<file path="src/rtl/bin_to_bcd_seq.sv">
// bin_to_bcd_seq
// Sequential binary-to-BCD converter (shift-add-3 / double-dabble).
// It handles one input bit per clock, so a conversion takes WIDTH clocks
// after the start edge. The result is held on bcd between conversions.
//
// Parameters
//   WIDTH   binary input width (1..16)
//   DIGITS  number of BCD digits; 10**DIGITS must exceed 2**WIDTH-1
//
// Ports
//   clk     sole clock, rising edge
//   reset   synchronous, active-high
//   start   conversion request, sampled in IDLE or DONE
//   bin     value to convert, sampled on the edge that accepts start
//   busy    high while shifting
//   done    one-cycle pulse when bcd has just been updated
//   bcd     packed BCD result, digit 0 (ones) in bits [3:0]
//   blank   (BIN2BCD_LEADING_BLANK_EN only) leading-zero blanking flags;
//           bit i is high when digit i and every higher digit are zero,
//           bit 0 is always low
//
// Build option
//   BIN2BCD_LEADING_BLANK_EN  adds the blank output and its logic
//
// state | meaning
// ------+----------------------------------------------------------
// IDLE  | waiting for start; bcd holds the last result
// SHIFT | one add-3/shift step per clock, WIDTH steps in total
// DONE  | bcd just loaded, done high; start here chains a conversion
module bin_to_bcd_seq #(
    parameter int WIDTH  = 8,
    parameter int DIGITS = 3
) (
    input  logic                  clk,
    input  logic                  reset,
    input  logic                  start,
    input  logic [WIDTH-1:0]      bin,
    output logic                  busy,
    output logic                  done,
    output logic [4*DIGITS-1:0]   bcd
`ifdef BIN2BCD_LEADING_BLANK_EN
    ,
    output logic [DIGITS-1:0]     blank
`endif
);

    localparam int BW = 4 * DIGITS;
    localparam int SW = BW + WIDTH;

    function automatic longint unsigned pow10(input int n);
        longint unsigned p;
        p = 64'd1;
        for (int i = 0; i < n; i++) begin
            p = p * 64'd10;
        end
        return p;
    endfunction

    localparam longint unsigned MAX_BIN   = (64'd1 << WIDTH) - 64'd1;
    localparam bit              PARAMS_OK = (WIDTH >= 1) && (WIDTH <= 16) &&
                                            (pow10(DIGITS) > MAX_BIN);

    typedef enum logic [1:0] {
        IDLE  = 2'd0,
        SHIFT = 2'd1,
        DONE  = 2'd2
    } state_t;

    state_t           state;
    logic [BW-1:0]    scratch;
    logic [WIDTH-1:0] sr;
    logic [4:0]       cnt;

    logic [BW-1:0]    adj;
    logic [SW-1:0]    shifted;
    logic             last;

    // Correct every digit that would overflow past 9 once doubled, then
    // shift the digits and the remaining input bits left as one word.
    always_comb begin
        adj = scratch;
        for (int d = 0; d < DIGITS; d++) begin
            if (scratch[4*d +: 4] >= 4'd5) begin
                adj[4*d +: 4] = scratch[4*d +: 4] + 4'd3;
            end
        end
        shifted = {adj, sr} << 1;
        last    = (cnt == 5'(WIDTH - 1));
    end

`ifdef BIN2BCD_LEADING_BLANK_EN
    localparam logic [DIGITS-1:0] BLANK_RST = ~(DIGITS'(1));

    function automatic logic [DIGITS-1:0] blank_of(input logic [BW-1:0] v);
        logic [DIGITS-1:0] b;
        logic              z;
        b = '0;
        z = 1'b1;
        for (int i = DIGITS - 1; i >= 1; i--) begin
            z    = z & (v[4*i +: 4] == 4'd0);
            b[i] = z;
        end
        return b;
    endfunction
`endif

    always_ff @(posedge clk) begin
        if (reset) begin
            state   <= IDLE;
            cnt     <= '0;
            scratch <= '0;
            sr      <= '0;
            bcd     <= '0;
            busy    <= 1'b0;
            done    <= 1'b0;
`ifdef BIN2BCD_LEADING_BLANK_EN
            blank   <= BLANK_RST;
`endif
        end else begin
            done <= 1'b0;
            case (state)
                IDLE, DONE: begin
                    if (start) begin
                        sr      <= bin;
                        scratch <= '0;
                        cnt     <= '0;
                        busy    <= 1'b1;
                        state   <= SHIFT;
                    end else begin
                        busy    <= 1'b0;
                        state   <= IDLE;
                    end
                end
                SHIFT: begin
                    scratch <= shifted[SW-1:WIDTH];
                    sr      <= shifted[WIDTH-1:0];
                    cnt     <= cnt + 5'd1;
                    if (last) begin
                        bcd   <= shifted[SW-1:WIDTH];
`ifdef BIN2BCD_LEADING_BLANK_EN
                        blank <= blank_of(shifted[SW-1:WIDTH]);
`endif
                        busy  <= 1'b0;
                        done  <= 1'b1;
                        state <= DONE;
                    end
                end
                default: begin
                    busy  <= 1'b0;
                    state <= IDLE;
                end
            endcase
        end
    end

    // Simulation-only sanity checks: parameter legality and digit range.
    always_ff @(posedge clk) begin
        assert (PARAMS_OK)
            else $error("bin_to_bcd_seq: illegal WIDTH/DIGITS combination");
        if (!reset) begin
            for (int d = 0; d < DIGITS; d++) begin
                assert (scratch[4*d +: 4] <= 4'd9)
                    else $error("bin_to_bcd_seq: scratch digit above 9");
                assert (bcd[4*d +: 4] <= 4'd9)
                    else $error("bin_to_bcd_seq: output digit above 9");
            end
        end
    end

endmodule

</file>
<file path="config.mk">
export PLATFORM = sky130hd
export DESIGN_NAME = bin_to_bcd_seq
export DESIGN_NICKNAME = d
export VERILOG_FILES = /design/src/rtl/bin_to_bcd_seq.sv
export SDC_FILE = /design/constraint.sdc
export NUM_CORES = 1
export LEC_CHECK = 0
export ABC_AREA = 1
export CAP_MARGIN = 20
export CELL_PAD_IN_SITES_DETAIL_PLACEMENT = 2
export CELL_PAD_IN_SITES_GLOBAL_PLACEMENT = 2
export CORE_MARGIN = 2
export CORE_UTILIZATION = 25
export DETAILED_ROUTE_END_ITERATION = 12
export PLACE_DENSITY = 0.71
export SETUP_SLACK_MARGIN = 0.15
export SLEW_MARGIN = 30
export SYNTH_ARGS = -nofsm -noshare
export SYNTH_HDL_FRONTEND = slang
export SYNTH_SLANG_ARGS = --single-unit
</file>
<file path="constraint.sdc">
create_clock -name clk -period 1.9 [get_ports clk]
set_input_delay 0.38 -clock clk [delete_from_list [all_inputs] [get_ports clk]]
set_output_delay 0.38 -clock clk [all_outputs]
set_load 0.02 [all_outputs]
</file>
== Yosys cells after proc, flatten, opt, wreduce, memory -nomap -nowiden ==
Cells that the tools add are included.
W data, S select, Z words.
Cells by class
  add/subtract/negate cells: 4
  muxes and demuxes: 16
  magnitude comparators: 3
  equal/unequal tests: 5
  bitwise gates (word level): 1
  reduce and logical (&&, ||, !) cells: 6
Operators with widths (count)
  $pmux W12 S2: 1
  $pmux W8 S2: 1
  $ge A4 B3 Y1 const B: 3
  $mux W12: 1
  $pmux W5 S2: 1
  $add A4 B2 Y4 const B: 2
  $mux W4: 2
  $mux W8: 1
  $add A5 B1 Y5 const B: 1
  $eq A5 B3 Y1 const B: 1
  $mux W5: 1
  $mux W1: 4
  $ne A2 B2 Y1 const B: 2
  $pmux W2 S2: 1
  $reduce_and A2 Y1: 2
  $reduce_or A2 Y1: 2
  $add A3 B2 Y3 const B: 1
  $mux W3: 1
  $eq A2 B1 Y1 const B: 1
  $eq A2 B2 Y1 const B: 1
  $logic_not A2 Y1: 1
  $mux W2: 1
  $pmux W1 S2: 1
  $reduce_bool A2 Y1: 1
  $not A1 Y1: 1
Storage, ports and cells
  output and inout port bits: 14
  logic and storage cells: 42
  flip-flop bits (word level): 41
  input port bits: 11

== Longest topological paths before layout ==
  word-level depth: 4
  gate-level depth with buffers: 9
  mapped depth without buffers: 9

== Least setup slack after synthesis ==
No wires, ideal clock.
  kind: reg2reg
  from: reg cnt[0]
  to: reg bcd[10]
  setup slack: 0.635 ns
  cell stages (with the launch flop): 8
  period minus slack after synthesis: 1.265 ns
  required time: 1.784 ns
  library setup time: 0.116 ns
  arrival time: 1.149 ns
  path buffers: 1
  path through: dfxtp_1 -> ha_1 -> nand2_2 -> nor3_2 -> nand2_1 -> buf_2 -> a21oi_1 -> nor2_1
On the way
  cells in the longest elaborated chain, start to end: 2
RTL lines
  start, declared: line 72  | logic [4:0] cnt;
  start signal, assigned: line 137  | cnt <= cnt + 5'd1;
  $eq A5 B3 Y1: line 88  | last = (cnt == 5'(WIDTH - 1));
  $reduce_and A2 Y1 (no source line)
  end signal, assigned: line 139  | bcd <= shifted[SW-1:WIDTH];
  end, declared: line 40  | output logic [4*DIGITS-1:0] bcd
Every way passes these cells.
A chain may end at the register's enable or synchronous reset.

== Worst setup path in the final report ==
  from: reg bcd[8]
  to: out bcd[8]
No word-level cell between the ends.

==> results.cfg <==
[timing]
period_share = 0.868
hold_viol = 0
grt_setup_unrepaired = no
finClkSkew_ps = 6.10
max_slew.worst_pin.slew_ps = 339
finalSetupTns_ps = 0
setup_violations = 0
slew_viol_final = 0
clock.fmax_mhz = 607
fin_crit_ps = 1650
slew_headroom = 0.774

[layout]
drive_gt1_frac = 0.0887
area_growth_pct = 23.4
final_util = 0.313
layout.cells.non_filler = 384
antenna_cells = 0
fin_area_um2 = 2380
final_nets = 300

[placement]
dpl-instance-area_um2 = 2270
gp_congestion = 0.715
hpwl_um = 3800
dp_cells = 377
port_buffers = 24

[global_routing]
grt_usage = 0.135
antenna_found_initial = 0
gr-total-overflow = 0
grt_max_degree = 29
grt_pass1_vias = 1844
grt_pass1_wl_um = 9050

[setup_path]
path_depth = 1
end_kind = primary output
crit_slowest_cell = clkdlybuf4s50_1
path_class = reg -> out
crit_path_start = bcd[8]
slowest_delay_ps = 620
crit_fanout = 2
r2r_end = bcd[3]
cp_cell_sequence = clkdlybuf4s50_1
cp_top_family = buffers and inverters
r2r_start = cnt[0]
worstPathBufferInverterCount = 1
critPathRequiredTime_ps = 1520
crit_arrival_ps = 1270
r2r_slack_ps = 410
ff2ff_path_depth = 9
cp-start-kind = flip-flop
cp-endpoint = bcd[8]

[synthesis]
ys_ff_latch = 41
synth_xor_area_frac = 0
synth-compound-area-share = 0.128
avgSynthCellArea_um2 = 7.53
synthTopCellsByArea = dfxtp_1, nand2_1, a21oi_1, nand3_1, ha_1
synth_top_family_by_area = simple AND/OR/NAND/NOR gates
yosys.area_share.simple = 0.300
synthMuxAreaShare = 0.0156
synth_top_area_frac = 0.426
ys_warn_count = 0
syn_nets = 274
netlist_area_um2 = 1930
synthDistinctLibCells = 25
synth_area_leader_cell = dfxtp_1
syn_inst = 256
synth_seq_area_share = 0.426
synthAdderAreaFrac = 0.0455

[routing]
vias = 1765
wl_per_cell_um = 13.8
drc = 0
dr.first_iter.drc_count = 49
dr.pass1.iters = 4
ant_nets = 0
via_per_inst = 4.60
drt_wl_total_um = 5310

[clocking]
cts_hold_buf = 0
clockRootBuffer = clkbuf_8
path_clk_slew_ps = 80
cts_tree = yes
cts-resized-gates = 0
htree_num_levels = 2
insertion_delay_ps = 300
cts_max_path_buffers = 2
clkSinkCount = 41
cts_made_buffers = 5
cts_setup_buffers = 0

[die]
ios = 25
coreArea_um2 = 7610
core.rowCount = 32
die-area_um2 = 8430
die_x_um = 91.8
start_util = 0.253
die_h_um = 91.8

[power]
ir_worst_vdd_mv = 0.226
power_density_nw_per_um2 = 723
finalPower_mw = 1.72
p_leak_nw = 0.947

[worst_hold_path]
hold_class = reg -> reg

[run_status]
status = completed

[run]
drv_cap = 0
## placed cells by master (no fill, tap or decap), drive strengths merged
cell           Yosys  layout
clkinv             1       2
nor3               5       5
nand2             76      76
clkdlybuf4s50      0      24
nand4              6       6
bufinv             0       1
clkbuf             1       5
nor2              10      10
a21oi             28      28
mux2i              3       3
ha                 7       7
a211oi             1       1
inv               24      24
a31oi              7       7
o21ai             10      10
buf                9       5
nand3             27      27
dfxtp             41      41
## tightest hold or removal path: cells and delay by family (launching register included)
kind | cells | cell delay [ps]
flops | 1 | 320
simple gates | 1 | 60
compound gates | 1 | 60
## cells in the mapped netlist
cell type  count
a211oi_2       1
a21oi_1       28
a31oi_1        7
buf_1          2
buf_2          5
buf_6          2
clkbuf_1       1
clkinv_2       1
dfxtp_1       41
ha_1           7
inv_1         21
inv_4          2
inv_6          1
mux2i_1        3
nand2_1       72
nand2_2        3
nand2_4        1
nand3_1       26
nand3_2        1
nand4_1        6
nor2_1         8
nor2_8         2
nor3_1         4
nor3_2         1
o21ai_0       10
## per-stage QoR
step / setup WS [ps] / hold WS, ps
4_1_cts: 227 / 480
3_5_place_dp: 317 / 466
6_report: 252 / 472
5_1_grt: 194 / 508
3_3_place_gp: 369 / 455
2_1_floorplan: 635 / 439
## metal layers
| metal | vias up | GRT usage | part of all wire |
|---|---|---|---|
| li1 | 894 | - | - |
| met1 | 842 | 0.170 | 0.46 |
| met2 | 23 | 0.235 | 0.50 |
| met3 | 6 | 0.0271 | 0.024 |
| met4 | 0 | 0.0373 | 0.012 |
| met5 | - | 0 | 0 |
## state kept, by name, indices dropped and copies added (netlist names)
name     count
done         1
state        2
cnt          5
bcd         12
busy         1
sr           8
scratch     12
## layout make-up
| class | instances | area [um2] |
|---|---|---|
| timing repair buffer | 29 | 278 |
| inverter | 25 | 105 |
| tap | 102 | 128 |
| clock buffer | 5 | 68.8 |
| clock inverter | 2 | 35.0 |
| fill | 921 | 5230 |
| multi-input combinational | 180 | 942 |
| sequential | 41 | 821 |
## power breakdown
group	switching, mW	total (mW)	internal [mW]
Sequential	0.0127	0.890	0.877
Combinational	0.0873	0.139	0.0515
Clock	0.309	0.691	0.382
Total	0.409	1.72	1.31
## worst min path at each step
stage                  to  cells past startpoint        from
2_1_floorplan       sr[0]                      2       sr[0]
3_3_place_gp        sr[0]                      2       sr[0]
3_5_place_dp   scratch[9]                      2  scratch[9]
4_1_cts        scratch[9]                      2  scratch[9]
5_1_grt        scratch[9]                      2  scratch[9]
6_report       scratch[9]                      2  scratch[9]
## logic make-up after synthesis
group           count (synthesis)
fa+ha+maj                       7
flops                          41
mux                             3
simple gates                  124
compound gates                 46
buf+inv                        35
Power figures use the tool's default switching activity.
